<file path="src/rtl/uart_tx_framer_pkg.sv">
// Shared types and constants for the UART transmit path.
// UART_TX_PARITY_EN adds the PARITY state to the FSM encoding.
package uart_package;

    localparam int UART_DEFAULT_WAIT = 868;

    localparam int PARITY_NONE = 0;
    localparam int PARITY_EVEN = 1;
    localparam int PARITY_ODD  = 2;

`ifdef UART_TX_PARITY_EN
    typedef enum logic [2:0] {
        ST_IDLE   = 3'd0,
        ST_START  = 3'd1,
        ST_DATA   = 3'd2,
        ST_PARITY = 3'd3,
        ST_STOP   = 3'd4
    } uart_tx_state_t;
`else
    typedef enum logic [2:0] {
        ST_IDLE   = 3'd0,
        ST_START  = 3'd1,
        ST_DATA   = 3'd2,
        ST_STOP   = 3'd4
    } uart_tx_state_t;
`endif

endpackage

</file>
<file path="src/rtl/uart_tx_fifo.sv">
// Small synchronous show-ahead FIFO; dout always presents the head entry.
// DEPTH must be a power of two so the pointers wrap on their own.
module uart_tx_fifo #(
    parameter int WIDTH = 8,
    parameter int DEPTH = 4
) (
    input  logic             clk,
    input  logic             reset,
    input  logic             push,
    input  logic             pop,
    input  logic [WIDTH-1:0] din,
    output logic [WIDTH-1:0] dout,
    output logic             full,
    output logic             empty
);

    localparam int AW = $clog2(DEPTH);

    logic [WIDTH-1:0] r_mem [DEPTH];
    logic [AW-1:0]    r_wr_ptr;
    logic [AW-1:0]    r_rd_ptr;
    logic [AW:0]      r_count;

    logic w_do_push;
    logic w_do_pop;

    assign full      = (r_count == (AW+1)'(DEPTH));
    assign empty     = (r_count == '0);
    assign dout      = r_mem[r_rd_ptr];
    assign w_do_push = push && !full;
    assign w_do_pop  = pop && !empty;

    always_ff @(posedge clk) begin
        if (reset) begin
            r_wr_ptr <= '0;
            r_rd_ptr <= '0;
            r_count  <= '0;
        end else begin
            if (w_do_push) begin
                r_wr_ptr <= r_wr_ptr + 1'b1;
            end
            if (w_do_pop) begin
                r_rd_ptr <= r_rd_ptr + 1'b1;
            end
            case ({w_do_push, w_do_pop})
                2'b10:   r_count <= r_count + 1'b1;
                2'b01:   r_count <= r_count - 1'b1;
                default: r_count <= r_count;
            endcase
        end
    end

    // Storage carries no reset: the pointers alone define which entries are valid.
    always_ff @(posedge clk) begin
        if (w_do_push) begin
            r_mem[r_wr_ptr] <= din;
        end
    end

endmodule

</file>
<file path="src/rtl/uart_tx_framer.sv">
// FIFO-fed UART transmitter with configurable width, stop bits and parity.
// UART_TX_PARITY_EN compiles in the parity state and generator.
module uart_tx_framer
    import uart_package::*;
#(
    parameter int WAIT      = UART_DEFAULT_WAIT,
    parameter int DATA_BITS = 8,
    parameter int STOP_BITS = 1,
    parameter int PARITY    = PARITY_NONE,
    parameter int DEPTH     = 4
) (
    input  logic                 clk,
    input  logic                 reset,
    input  logic                 send_req,
    input  logic [DATA_BITS-1:0] data,
    output logic                 full,
    output logic                 overflow,
    output logic                 busy,
    output logic                 uart_tx,
    output uart_tx_state_t       dbg_state
);

    localparam int CW = $clog2(WAIT);
    localparam int IW = $clog2(DATA_BITS) + 1;

    localparam logic [CW-1:0] BAUD_LAST = CW'(WAIT - 1);
    localparam logic [IW-1:0] DATA_LAST = IW'(DATA_BITS - 1);
    localparam logic [IW-1:0] STOP_LAST = IW'(STOP_BITS - 1);

    if (WAIT < 2 || DATA_BITS < 5 || DATA_BITS > 9 || STOP_BITS < 1 || STOP_BITS > 2 ||
        PARITY < PARITY_NONE || PARITY > PARITY_ODD || DEPTH < 2 ||
        (DEPTH & (DEPTH - 1)) != 0) begin : g_bad_params
        $error("uart_tx_framer: illegal parameter combination");
    end

    uart_tx_state_t r_state;
    uart_tx_state_t w_state_next;

    logic [CW-1:0]        r_baud;
    logic [CW-1:0]        w_baud_next;
    logic [IW-1:0]        r_idx;
    logic [IW-1:0]        w_idx_next;
    logic [DATA_BITS-1:0] r_shift;
    logic [DATA_BITS-1:0] w_shift_next;
    logic                 r_tx;
    logic                 w_tx_next;
    logic                 r_overflow;

    logic                 w_baud_end;
    logic                 w_load;
    logic                 w_fifo_full;
    logic                 w_fifo_empty;
    logic [DATA_BITS-1:0] w_fifo_head;

    uart_tx_fifo #(
        .WIDTH (DATA_BITS),
        .DEPTH (DEPTH)
    ) u_fifo (
        .clk   (clk),
        .reset (reset),
        .push  (send_req),
        .pop   (w_load),
        .din   (data),
        .dout  (w_fifo_head),
        .full  (w_fifo_full),
        .empty (w_fifo_empty)
    );

`ifdef UART_TX_PARITY_EN
    localparam bit PAR_ON = (PARITY != PARITY_NONE);

    logic r_par;
    logic w_par_next;

    // Parity is latched with the word so the DATA shifts cannot disturb it.
    always_comb begin
        w_par_next = r_par;
        if (w_load) begin
            w_par_next = (^w_fifo_head) ^ (PARITY == PARITY_ODD);
        end
    end

    always_ff @(posedge clk) begin
        if (reset) begin
            r_par <= 1'b0;
        end else begin
            r_par <= w_par_next;
        end
    end
`endif

    assign w_baud_end = (r_baud == BAUD_LAST);

    always_comb begin
        w_state_next = r_state;
        w_baud_next  = r_baud;
        w_idx_next   = r_idx;
        w_shift_next = r_shift;
        w_load       = 1'b0;

        case (r_state)
            ST_IDLE: begin
                w_load = !w_fifo_empty;
            end
            ST_START: begin
                if (w_baud_end) begin
                    w_baud_next  = '0;
                    w_state_next = ST_DATA;
                end else begin
                    w_baud_next = r_baud + 1'b1;
                end
            end
            ST_DATA: begin
                if (w_baud_end) begin
                    w_baud_next  = '0;
                    w_shift_next = r_shift >> 1;
                    if (r_idx == DATA_LAST) begin
                        w_idx_next = '0;
`ifdef UART_TX_PARITY_EN
                        w_state_next = PAR_ON ? ST_PARITY : ST_STOP;
`else
                        w_state_next = ST_STOP;
`endif
                    end else begin
                        w_idx_next = r_idx + 1'b1;
                    end
                end else begin
                    w_baud_next = r_baud + 1'b1;
                end
            end
`ifdef UART_TX_PARITY_EN
            ST_PARITY: begin
                if (w_baud_end) begin
                    w_baud_next  = '0;
                    w_state_next = ST_STOP;
                end else begin
                    w_baud_next = r_baud + 1'b1;
                end
            end
`endif
            ST_STOP: begin
                if (w_baud_end) begin
                    w_baud_next = '0;
                    if (r_idx == STOP_LAST) begin
                        w_idx_next = '0;
                        if (w_fifo_empty) begin
                            w_state_next = ST_IDLE;
                        end else begin
                            w_load = 1'b1;
                        end
                    end else begin
                        w_idx_next = r_idx + 1'b1;
                    end
                end else begin
                    w_baud_next = r_baud + 1'b1;
                end
            end
            default: begin
                w_state_next = ST_IDLE;
            end
        endcase

        // A pop from IDLE or from the final stop bit both begin a fresh frame.
        if (w_load) begin
            w_state_next = ST_START;
            w_baud_next  = '0;
            w_idx_next   = '0;
            w_shift_next = w_fifo_head;
        end
    end

    // Line level is computed from the next state so uart_tx is a plain flop.
    always_comb begin
        w_tx_next = 1'b1;
        case (w_state_next)
            ST_START:  w_tx_next = 1'b0;
            ST_DATA:   w_tx_next = w_shift_next[0];
`ifdef UART_TX_PARITY_EN
            ST_PARITY: w_tx_next = w_par_next;
`endif
            default:   w_tx_next = 1'b1;
        endcase
    end

    always_ff @(posedge clk) begin
        if (reset) begin
            r_state    <= ST_IDLE;
            r_baud     <= '0;
            r_idx      <= '0;
            r_shift    <= '0;
            r_tx       <= 1'b1;
            r_overflow <= 1'b0;
        end else begin
            r_state    <= w_state_next;
            r_baud     <= w_baud_next;
            r_idx      <= w_idx_next;
            r_shift    <= w_shift_next;
            r_tx       <= w_tx_next;
            r_overflow <= send_req && w_fifo_full;
        end
    end

    assign uart_tx   = r_tx;
    assign overflow  = r_overflow;
    assign full      = w_fifo_full;
    assign busy      = !w_fifo_empty || (r_state != ST_IDLE);
    assign dbg_state = r_state;

endmodule

</file>
<file path="config.mk">
export PLATFORM = sky130hd
export DESIGN_NAME = uart_tx_framer
export DESIGN_NICKNAME = d
export VERILOG_FILES = /design/src/rtl/uart_tx_framer_pkg.sv /design/src/rtl/uart_tx_fifo.sv /design/src/rtl/uart_tx_framer.sv
export SDC_FILE = /design/constraint.sdc
export NUM_CORES = 1
export LEC_CHECK = 0
export BUFFER_PORTS_ARGS = -buffer_cell sky130_fd_sc_hd__buf_2
export CAP_MARGIN = 20
export CORE_ASPECT_RATIO = 1.5
export CORE_MARGIN = 2
export CORE_UTILIZATION = 46
export DETAILED_ROUTE_END_ITERATION = 7
export PLACE_DENSITY = 0.68
export SLEW_MARGIN = 0
export SYNTH_ARGS = -nofsm -noshare
export SYNTH_HDL_FRONTEND = slang
export SYNTH_SLANG_ARGS = --single-unit
export TNS_END_PERCENT = 50
</file>
<file path="constraint.sdc">
create_clock -name clk -period 4.7 [get_ports clk]
set_clock_uncertainty 0.05 [all_clocks]
set_input_delay 0.94 -clock clk [delete_from_list [all_inputs] [get_ports clk]]
set_output_delay 0.94 -clock clk [all_outputs]
set_load 0.01 [all_outputs]
</file>
**Yosys cells after proc, flatten, opt, wreduce, memory -nomap -nowiden**

Memory sizes are Yosys's and may differ from the RTL's. A register that Yosys moved wholly into a read port is not among the register bits.
Cells that the tools add are included.

- Reductions and logical operators: 18
- Add/subtract/negate cells: 6
- Eq/ne operators: 12
- Mux-type cells: 27

Operator list:

| operator | count |
|---|---|
| 2-to-1 mux 8 bit | 3 |
| 2-to-1 mux 3 bit | 7 |
| 2-to-1 mux 4 bit | 4 |
| one-hot mux 3 bit (4 select lines) | 1 |
| adder 10 x 1 -> 10 bit, second input constant | 1 |
| == test 10 bit, second input constant | 1 |
| 2-to-1 mux 10 bit | 1 |
| one-hot mux 4 bit (2 select lines) | 1 |
| nonzero test 2 bit | 4 |
| == test 3 x 1 -> 1 bit, second input constant | 2 |
| == test 3 x 2 -> 1 bit, second input constant | 2 |
| == test 3 bit, second input constant | 2 |
| logical NOT 3 bit | 2 |
| one-hot mux 3 bit (2 select lines) | 1 |
| 2-to-1 mux 1 bit | 5 |
| adder 2 x 1 -> 2 bit, second input constant | 2 |
| adder 4 x 1 -> 4 bit, second input constant | 1 |
| == test 4 x 3 -> 1 bit, second input constant | 1 |
| logical NOT 4 bit | 1 |
| 2-to-1 mux 2 bit | 2 |
| inequality test 2 bit, second input constant | 2 |
| one-hot mux 1 bit (2 select lines) | 2 |
| adder 3 x 1 -> 3 bit, second input constant | 1 |
| logical AND 1 bit | 3 |
| 10 further kinds | 11 |

- Input bits: 11
- Output and inout port bits: 7
- Memories: 1
- Register bits: 34
- Memory bits (writable): 32

Memory list:

| memory | words | bits a word | read ports | clocked after memory_dff | wr ports | line | source |
|---|---|---|---|---|---|---|---|
| u_fifo.r_mem | 4 | 8 | 1 | 1 | 1 | uart_tx_fifo.sv:19 | `logic [WIDTH-1:0] r_mem [DEPTH];` |

**Logic depth before layout (Yosys ltp)**

Gate-level depths: netlist of run 1.

- Depth in word-level cells: 8
- Gate-level depth with buffers: 13
- Gate-level depth less buffers: 12

**Hierarchy**

A second synthesis of run 1 with hierarchy kept.

- Cells, all modules: 244
- Area total of the unflattened synthesis: 3031.7 µm²

Modules (own cells, without submodules):

| module | seq. area each (µm²) | area each (µm²) | instances | cells each |
|---|---|---|---|---|
| uart_tx_fifo | 1141.1 | 1635.3 | 1 | 96 |
| uart_tx_framer | 540.5 | 1396.3 | 1 | 148 |

**Worst setup path after synthesis of run 1**

OpenSTA, ideal clock, no wires.

- Path kind: reg2reg
- Start point: register r_idx[0]
- End point: register u_fifo.r_count[2]
- Data required time: 4.580 ns
- Cell stages (with the launch flop): 14
- Setup slack: 2.168 ns
- Setup time: 0.070 ns
- Buffers on the path: 1
- Clock period less this slack: 2.532 ns
- Arrival time: 2.412 ns
- Path through: dfxtp_1 -> inv_1 -> ha_1 -> nor3b_2 -> nand4_1 -> o22a_1 -> buf_2 -> inv_2 -> ha_1 -> inv_1 -> fa_1 -> xor2_1 -> or3_1 -> a21oi_1

- Cells in the longest elaborated chain, start to end: 7

Ends and longest elaborated chain:

| item | line | source |
|---|---|---|
| start, declared | uart_tx_framer.sv:41 | `logic [IW-1:0] r_idx;` |
| start signal, assigned | uart_tx_framer.sv:196 | `r_idx <= w_idx_next;` |
| logical NOT 4 bit (*) | uart_tx_framer.sv:144 | `if (r_idx == STOP_LAST) begin` |
| 2-to-1 mux 1 bit (*) | uart_tx_framer.sv:144 |  |
| 2-to-1 mux 1 bit (*) | uart_tx_framer.sv:142 | `if (w_baud_end) begin` |
| one-hot mux 1 bit (2 select lines) (*) | uart_tx_framer.sv:101 | `case (r_state)` |
| logical AND 1 bit (*) | uart_tx_fifo.sv:31 | `assign w_do_pop = pop && !empty;` |
| named net u_fifo.w_do_pop | uart_tx_fifo.sv:25 | `logic w_do_pop;` |
| == test 2 x 1 -> 1 bit or == test 2 bit (tied branches) | uart_tx_fifo.sv:45 | `case ({w_do_push, w_do_pop})` |
| one-hot mux 3 bit (2 select lines) or nonzero test 2 bit (tied branches) | - |  |
| end signal, assigned | uart_tx_fifo.sv:46 | `2'b10: r_count <= r_count + 1'b1;` |
| end signal, assigned | uart_tx_fifo.sv:47 | `2'b01: r_count <= r_count - 1'b1;` |
| end signal, assigned | uart_tx_fifo.sv:48 | `default: r_count <= r_count;` |
| end, declared | uart_tx_fifo.sv:22 | `logic [AW:0] r_count;` |

Mark *: on every way through the listed nets, which the timed path passes. The rest lies on a longest branch.
A chain may end at the register's enable or synchronous reset.

**Final worst setup path of run 1**

Same ends and word-level chain as after synthesis.

==> key figures, run 1 <==
Clocking
  – Number of buffers added to fix hold violations after cts: 0
  – Number of clock sinks: 68
  – Post-cts resize count: 0
  – Cts bufs inserted: 9
  – CTS tree: done
  – Buffers from clock root to sink, at most: 2
  – Clock latency at the later pin of the worst-skew pair: 0.35 ns
  – Buffers inserted during post-CTS setup optimization: 0
  – Count of H-tree levels built during CTS: 3
  – Clock edge transition at the registers on the reported setup and hold paths: 0.08 ns
  – Root buffer cell: sky130_fd_sc_hd__clkbuf_8

Place
  – I/O Buffers: 17
  – HPWL after detailed placement: 3290 um
  – Gp weighted congestion: 0.727

Routing
  – TritonRoute pass-1 iters: 4
  – WL met1: 1910 um
  – DRC Markers: 0
  – Number of nets with antenna violations after detailed routing: 0
  – WL met2: 2440 um
  – Routed WL per cell: 13.5 um
  – Vias post-DR: 1,837
  – Post-Route WL: 4600 um
  – Starting DRT DRC Count: 136
  – Met3 wirelength from detailed routing: 145 um
  – Drt via density: 5.37
  – DR top layer: met4

Die
  – Number of ports placed on the die boundary: 18
  – Overall die width: 69.6 um
  – Row cnt: 35
  – Overall die area: 7120 um2
  – Effective utilization at floorplan: 48.1%
  – Total core area: 6170 um2
  – Height of the die: 102 um

Critical path
  – R2R cell count: 12
  – Worst R2R Setup Slack: 1.82 ns
  – Critical Path Max Stage Delay: 0.42 ns
  – Category of the worst setup path capture point: register
  – Startpoint of the worst register-to-register path: r_idx[0]
  – Critical path endpoint: u_fifo.r_count[2]
  – Standard cell with the maximum stage delay on the critical path: sky130_fd_sc_hd__o22a_1
  – Critical path arrival: 3.11 ns
  – Reg2reg end: u_fifo.r_count[2]
  – Critical path required time: 4.93 ns
  – Category of the most critical setup path: reg2reg
  – Series of cell instances along the critical path: inv_1 > ha_1 > nor3b_2 > nand4_1 > o22a_1 > inv_2 > ha_1 > inv_1 > fa_1 > xor2_1 > or3_1 > a21oi_1
  – Critical path launch point: r_idx[0]
  – Critical Path Source Type: register
  – Critical path peak fanout: 18

STA
  – Slew of the pin with the lowest slew margin: 0.562 ns
  – Highest Clock Rate: 347 MHz
  – Count of endpoints failing setup in the final report: 0
  – Setup_tns: 0 ns
  – Max-slew violation count: 0
  – Worst slack on hold paths: 0.440 ns
  – Crit share post-route: 61.3%
  – Final hold violations: 0
  – Time the final worst path needs with I/O delays and setup: 2.88 ns
  – Unrepaired setup endpoints after global routing: false
  – Headroom to the max-slew limit: 62.5%

Synthesis
  – Syn_nets: 264
  – Post-synth design cell area: 2970 um2
  – Count of flip-flops with a built-in enable after synthesis: 32
  – Post-synthesis average cell area: 12.2 um2
  – Count of cell types in the netlist: 47
  – Most used flip-flop cell after synthesis: sky130_fd_sc_hd__dfxtp_1
  – Sequential element share of the synthesized area: 56.7%
  – Yosys synthesis warning count: 0
  – Total of flip-flops plus latches after synthesis: 68
  – Instance count of the mapped netlist: 244
  – Share of synthesized flip-flops with an asynchronous set or reset: 0%

Run status
  – Result of the run: finished clean

Power and ir drop
  – Power density normalized to cell area: 509 nW/um2
  – Maximum resistive drop on vdd: 0.342 mV
  – Cell leakage power: 1.32 nW

Layout
  – Ant. Diodes: 0
  – Number of filler cells placed in the layout: 522
  – Synthesis-to-finish area growth: 11.3%
  – Fraction of layout cells with a size suffix above 1: 19.4%
  – NumNets Final: 283
  – Highest-count cells in the layout ignoring fill and taps: sky130_fd_sc_hd__dfxtp_1, sky130_fd_sc_hd__nor2_1, sky130_fd_sc_hd__edfxtp_1, sky130_fd_sc_hd__buf_2, sky130_fd_sc_hd__inv_1
  – Most common cell after layout, fill and taps aside: sky130_fd_sc_hd__dfxtp_1

Global routing
  – Wire length of the first global-routing pass: 8050 um
  – All-Layer GR Usage: 14.7%
  – Initial antenna violation count: 0
  – Maximum number of pins on one net before global-route repair: 21
  – Vias in the first global route: 1,800
  – Congestion Overflow GR: 0

Job
  – Total of max-cap violations: 0

Worst hold path
  – Path class of the lowest-slack min-delay path: reg2reg
==> state kept, by name (all words and copies together) (netlist names), named ones only <==
signal	count
u_fifo.r_rd_ptr	2
uart_tx	1
dbg_state	3
r_idx	4
u_fifo.r_count	3
u_fifo.r_wr_ptr	2
r_baud	10
overflow	1
u_fifo.r_mem	32
r_shift	8
==> worst max-delay path, delay by kind of cell, from the launching register on <==
family	cells	cell delay (ns)
xor gates and xnor gates	1	0.15
buffers and inverters	3	0.30
and+or+nand+nor	3	0.72
adders and majority gates	3	0.69
DFF	1	0.35
AOI/OAI and AO/OA	2	0.55
==> how the worst min path moves through the flow <==
stage / startpoint / endpoint / slack, ns / cells after the start
after floorplan: r_shift[7] / r_shift[7] / 0.40 / 2
after global placement: r_shift[7] / r_shift[7] / 0.42 / 2
after detailed placement: r_shift[7] / r_shift[7] / 0.43 / 2
after CTS: r_shift[7] / r_shift[7] / 0.44 / 2
after global routing: r_shift[7] / r_shift[7] / 0.46 / 2
final: r_shift[7] / r_shift[7] / 0.44 / 2
==> stage by stage <==
stage | util (%) | cells | cell area [um2] | total power [mW] | setup WS, ns
after floorplan | - | 244 | 2970 | 1.13 | 2.17
after global placement | 50.2 | 326 | 3100 | 1.21 | 1.87
after detailed placement | 50.2 | 326 | 3100 | 1.22 | 1.82
after CTS | 53.5 | 342 | 3300 | 1.71 | 1.79
after global routing | 53.5 | 342 | 3300 | 1.80 | 1.53
final | 53.5 | 342 | 3300 | 1.68 | 1.82
==> layer usage <==
| metal | global-route usage, % | vias up |
|---|---|---|
| li1 | - | 927 |
| met3 | 4.34 | 9 |
| met2 | 26.0 | 25 |
| met4 | 9.35 | 0 |
| met5 | 0 | - |
| met1 | 15.4 | 876 |
==> power breakdown <==
part / internal, mW / switching, mW / leakage (nW) / total, mW
combinational: 0.186 / 0.223 / 0.632 / 0.409
clock: 0.252 / 0.238 / 0.0973 / 0.490
sequential: 0.714 / 0.0685 / 0.587 / 0.783
total: 1.15 / 0.530 / 1.32 / 1.68
==> cell families (layout without fill, tap and decap cells) <==
group	Yosys count	count (layout)	synth area share [%]
compound gates	33	33	7.38
simple gates	82	82	15.3
flops	68	68	56.7
xor+xnor	12	12	3.54
buf+inv	21	45	3.12
fa+ha+maj	9	9	4.05
mux	19	19	9.95
==> area by class of cell <==
type	count	area (um2)	area share, %
Multi-Input combinational cell	155	1190	36.1
Timing Repair Buffer	17	85.1	2.58
Clock inverter	7	80.1	2.43
Inverter	12	45.0	1.36
Tap cell	74	92.6	2.80
Sequential cell	68	1680	50.9
Clock buffer	9	124	3.75
==> cells in the mapped netlist, types with 3 or more instances <==
cell type | instances | area [um2]
sky130_fd_sc_hd__nor2_1 | 32 | 120
sky130_fd_sc_hd__or3_1 | 4 | 25.0
sky130_fd_sc_hd__mux2i_1 | 10 | 100
sky130_fd_sc_hd__xor2_1 | 9 | 78.8
sky130_fd_sc_hd__nand2_1 | 7 | 26.3
sky130_fd_sc_hd__a31oi_1 | 3 | 18.8
sky130_fd_sc_hd__o21ai_1 | 3 | 15.0
sky130_fd_sc_hd__and3_1 | 8 | 50.1
sky130_fd_sc_hd__o21ai_0 | 3 | 15.0
sky130_fd_sc_hd__ha_1 | 8 | 100
sky130_fd_sc_hd__a21oi_1 | 9 | 45.0
sky130_fd_sc_hd__clkbuf_1 | 3 | 11.3
sky130_fd_sc_hd__inv_1 | 11 | 41.3
sky130_fd_sc_hd__buf_4 | 3 | 22.5
sky130_fd_sc_hd__mux4_2 | 8 | 180
sky130_fd_sc_hd__nand3_1 | 7 | 35.0
sky130_fd_sc_hd__edfxtp_1 | 32 | 961
sky130_fd_sc_hd__nand4_1 | 5 | 31.3
sky130_fd_sc_hd__dfxtp_1 | 36 | 721
sky130_fd_sc_hd__xnor2_1 | 3 | 26.3
sky130_fd_sc_hd__a211oi_1 | 7 | 52.6
No activity file was read; power rests on OpenSTA's default activity.
==> inputs of run 2 (changes only) <==
==> constraint.sdc (replaced) <==
create_clock -name clk -period 2.85 [get_ports clk]
set_clock_uncertainty 0.05 [all_clocks]
set_input_delay 0.57 -clock clk [delete_from_list [all_inputs] [get_ports clk]]
set_output_delay 0.57 -clock clk [all_outputs]
set_load 0.01 [all_outputs]
==> run 2 against run 1 <==
  * Non-clock buffer count rose by 5
  * Critical path depth is the same
  * Routed wire length is 6.1% higher
  * Setup slack got worse by 1.6 ns
  * Fmax is 10% higher
  * Final cell count up 1.5%
  * Final area increased by 1.1%
  * Register-to-register slack got worse by 1.6 ns
  * Sequential power increased by 65%
  * Total power grew 66%
  * Global-route usage rose by 0.87 points
  * Critical endpoint unchanged
  * Largest cell class unchanged
==> key figures, run 2 (synthesis results as in run 1) <==
Clocking
  – Root buffer cell: sky130_fd_sc_hd__clkbuf_8
  – Cts bufs inserted: 9 (unchanged)
  – Number of buffers added to fix hold violations after cts: 0 (unchanged)
  – CTS tree: done
  – Buffers from clock root to sink, at most: 2 (unchanged)
  – Clock edge transition at the registers on the reported setup and hold paths: 0.08 ns (about the same)
  – Number of clock sinks: 68 (unchanged)
  – Clock latency at the later pin of the worst-skew pair: 0.34 ns (about the same)
  – Count of H-tree levels built during CTS: 3 (unchanged)

Layout
  – Number of filler cells placed in the layout: 548 (+5.0%)
  – Largest Register: u_fifo.r_mem
  – Fraction of layout cells with a size suffix above 1: 20.9% (+1.5 points)
  – Largest registers: u_fifo.r_mem (32), r_baud (10), r_shift (8)
  – Most common cell after layout, fill and taps aside: sky130_fd_sc_hd__dfxtp_1
  – Ant. Diodes: 0 (unchanged)
  – Footprint of the flip-flops and latches: 1680 um2 (unchanged)
  – Multi-input gate area in the final layout: 1200 um2 (+0.52%)
  – Non-filler cells, final: 347 (+1.5%)
  – Flip-flop count of the largest register, all copies and words added: 32 (unchanged)
  – NumNets Final: 288 (+1.8%)
  – Final std cell area, no fill: 3340 um2 (+1.1%)
  – Synthesis-to-finish area growth: 12.5%
  – Highest-count cells in the layout ignoring fill and taps: sky130_fd_sc_hd__dfxtp_1, sky130_fd_sc_hd__nor2_1, sky130_fd_sc_hd__edfxtp_1, sky130_fd_sc_hd__buf_2, sky130_fd_sc_hd__inv_1

Die
  – Overall die width: 69.6 um (unchanged)
  – Effective utilization at floorplan: 48.1% (unchanged)
  – Row cnt: 35 (unchanged)
  – Number of ports placed on the die boundary: 18 (unchanged)
  – Height of the die: 102 um (unchanged)
  – Overall die area: 7120 um2 (unchanged)
  – Total core area: 6170 um2 (unchanged)

Critical path
  – Critical path peak fanout: 5 (-13)
  – Buffer and inverter count on the worst path: 3 (unchanged)
  – Critical path required time: 3.07 ns (-1.86 ns)
  – Critical Path Max Stage Delay: 0.37 ns (-0.05 ns)
  – Series of cell instances along the critical path: inv_1 > ha_1 > nor3b_4 > nand4_1 > o22a_1 > inv_2 > ha_1 > inv_1 > fa_1 > xor2_1 > or3_1 > a21oi_1
  – R2R cell count: 12 (unchanged)
  – Critical path arrival: 2.84 ns (-0.27 ns)
  – Category of the most critical setup path: reg2reg
  – Critical Path Source Type: register
  – Startpoint of the worst register-to-register path: r_idx[0]
  – Delay-heaviest family, CP: adder cells
  – Worst R2R Setup Slack: 0.24 ns (-1.58 ns)
  – Reg2reg end: u_fifo.r_count[2]
  – Standard cell with the maximum stage delay on the critical path: sky130_fd_sc_hd__fa_1
  – Category of the worst setup path capture point: register

Power and ir drop
  – Cell leakage power: 1.35 nW (+2.3%)
  – Maximum resistive drop on vdd: 0.553 mV (+62%)
  – Power density normalized to cell area: 836 nW/um2 (+64%)

STA
  – Final worst setup slack: 0.238 ns (-1.58 ns)
  – Max-slew violation count: 0 (unchanged)
  – Highest Clock Rate: 383 MHz (+10%)
  – Headroom to the max-slew limit: 63.4% (+0.87 points)
  – Slew of the pin with the lowest slew margin: 0.548 ns (-0.0138 ns)
  – Unrepaired setup endpoints after global routing: false
  – Final hold violations: 0 (unchanged)
  – Count of endpoints failing setup in the final report: 0 (unchanged)
  – Setup_tns: 0 ns (unchanged)
  – Crit share post-route: 91.7% (+30 points)
  – Time the final worst path needs with I/O delays and setup: 2.61 ns (-0.267 ns)

Global routing
  – Initial antenna violation count: 0 (unchanged)
  – Maximum number of pins on one net before global-route repair: 21 (unchanged)
  – Vias in the first global route: 1,930 (+7.2%)
  – Wire length of the first global-routing pass: 8560 um (+6.4%)
  – Congestion Overflow GR: 0 (unchanged)
  – All-Layer GR Usage: 15.6% (+0.87 points)

Routing
  – Vias post-DR: 1,855 (+0.98%)
  – DRC Markers: 0 (unchanged)
  – Starting DRT DRC Count: 98 (-28%)
  – TritonRoute pass-1 iters: 4 (unchanged)
  – Drt via density: 5.35 (-0.48%)
  – Post-Route WL: 4880 um (+6.1%)
  – Routed WL per cell: 14.1 um (+4.6%)
  – Number of nets with antenna violations after detailed routing: 0 (unchanged)

Place
  – I/O Buffers: 17 (unchanged)
  – DP Cell Count: 330 (+1.2%)
  – Placement Setup Slack: 0.203 ns (-1.62 ns)
  – Area post-placement: 3130 um2 (+0.97%)
  – Gp weighted congestion: 0.788 (+8.4%)
  – HPWL after detailed placement: 3550 um (+7.6%)

Worst hold path
  – Hold Path Sink: u_fifo.r_mem[1][2]
  – Worst Hold Path Cells: 1 (-1)
  – Path class of the lowest-slack min-delay path: in2reg
  – HP Start: data[2]

Run status
  – Result of the run: finished clean

Job
  – Total of max-cap violations: 0 (unchanged)
==> run 2: metrics by stage <==
step | util (%) | total power [mW] | hold slack [ns]
CTS | 53.9 | 2.83 | 0.375
detailed placement | 50.7 | 2.04 | 0.419
global placement | 50.7 | 2.01 | 0.417
floorplan | - | 1.86 | 0.397
global route | 54.1 | 2.97 | 0.374
finish | 54.1 | 2.79 | 0.390
==> run 2: power by group <==
group | internal [mW] | switching [mW]
clock network | 0.408 | 0.373
logic | 0.331 | 0.389
registers | 1.18 | 0.114
==> run 2: worst max-delay path by stage <==
stage / startpoint / end / slack [ns] / depth (start not counted)
floorplan: r_idx[0] / u_fifo.r_count[2] / 0.32 / 13
detailed placement: r_idx[0] / u_fifo.r_count[2] / 0.20 / 12
CTS: r_idx[0] / u_fifo.r_count[2] / 0.15 / 12
global route: r_idx[0] / u_fifo.r_count[2] / 0.02 / 12
global placement: r_idx[0] / u_fifo.r_count[2] / 0.32 / 12
finish: r_idx[0] / u_fifo.r_count[2] / 0.24 / 12
==> run 2: per-layer routing <==
layer  up-vias  wire length [um]  global-route usage, %
met2        24              2600                   28.3
met5         -                 0                      0
met3        12               133                   3.65
met1       882              2030                   16.7
li1        937                 -                      -
met4         0               119                   8.75
==> run 2: cell type report <==
| type | count | share of cell area, % |
|---|---|---|
| sequential | 68 | 50.4 |
| multi-input combinational | 155 | 35.9 |
| clock buffer | 9 | 3.71 |
| timing repair buffer | 22 | 3.67 |
| tap | 74 | 2.77 |
| clock inverter | 7 | 2.21 |
| inverter | 12 | 1.35 |
==> run 2: repair_timing <==
action / CTS / global route
buffers inserted: 0 / 1
endpoints found under the setup margin: 0 / 1
hold endpoints to repair: 0 / 0
gates resized for setup: 0 / 1
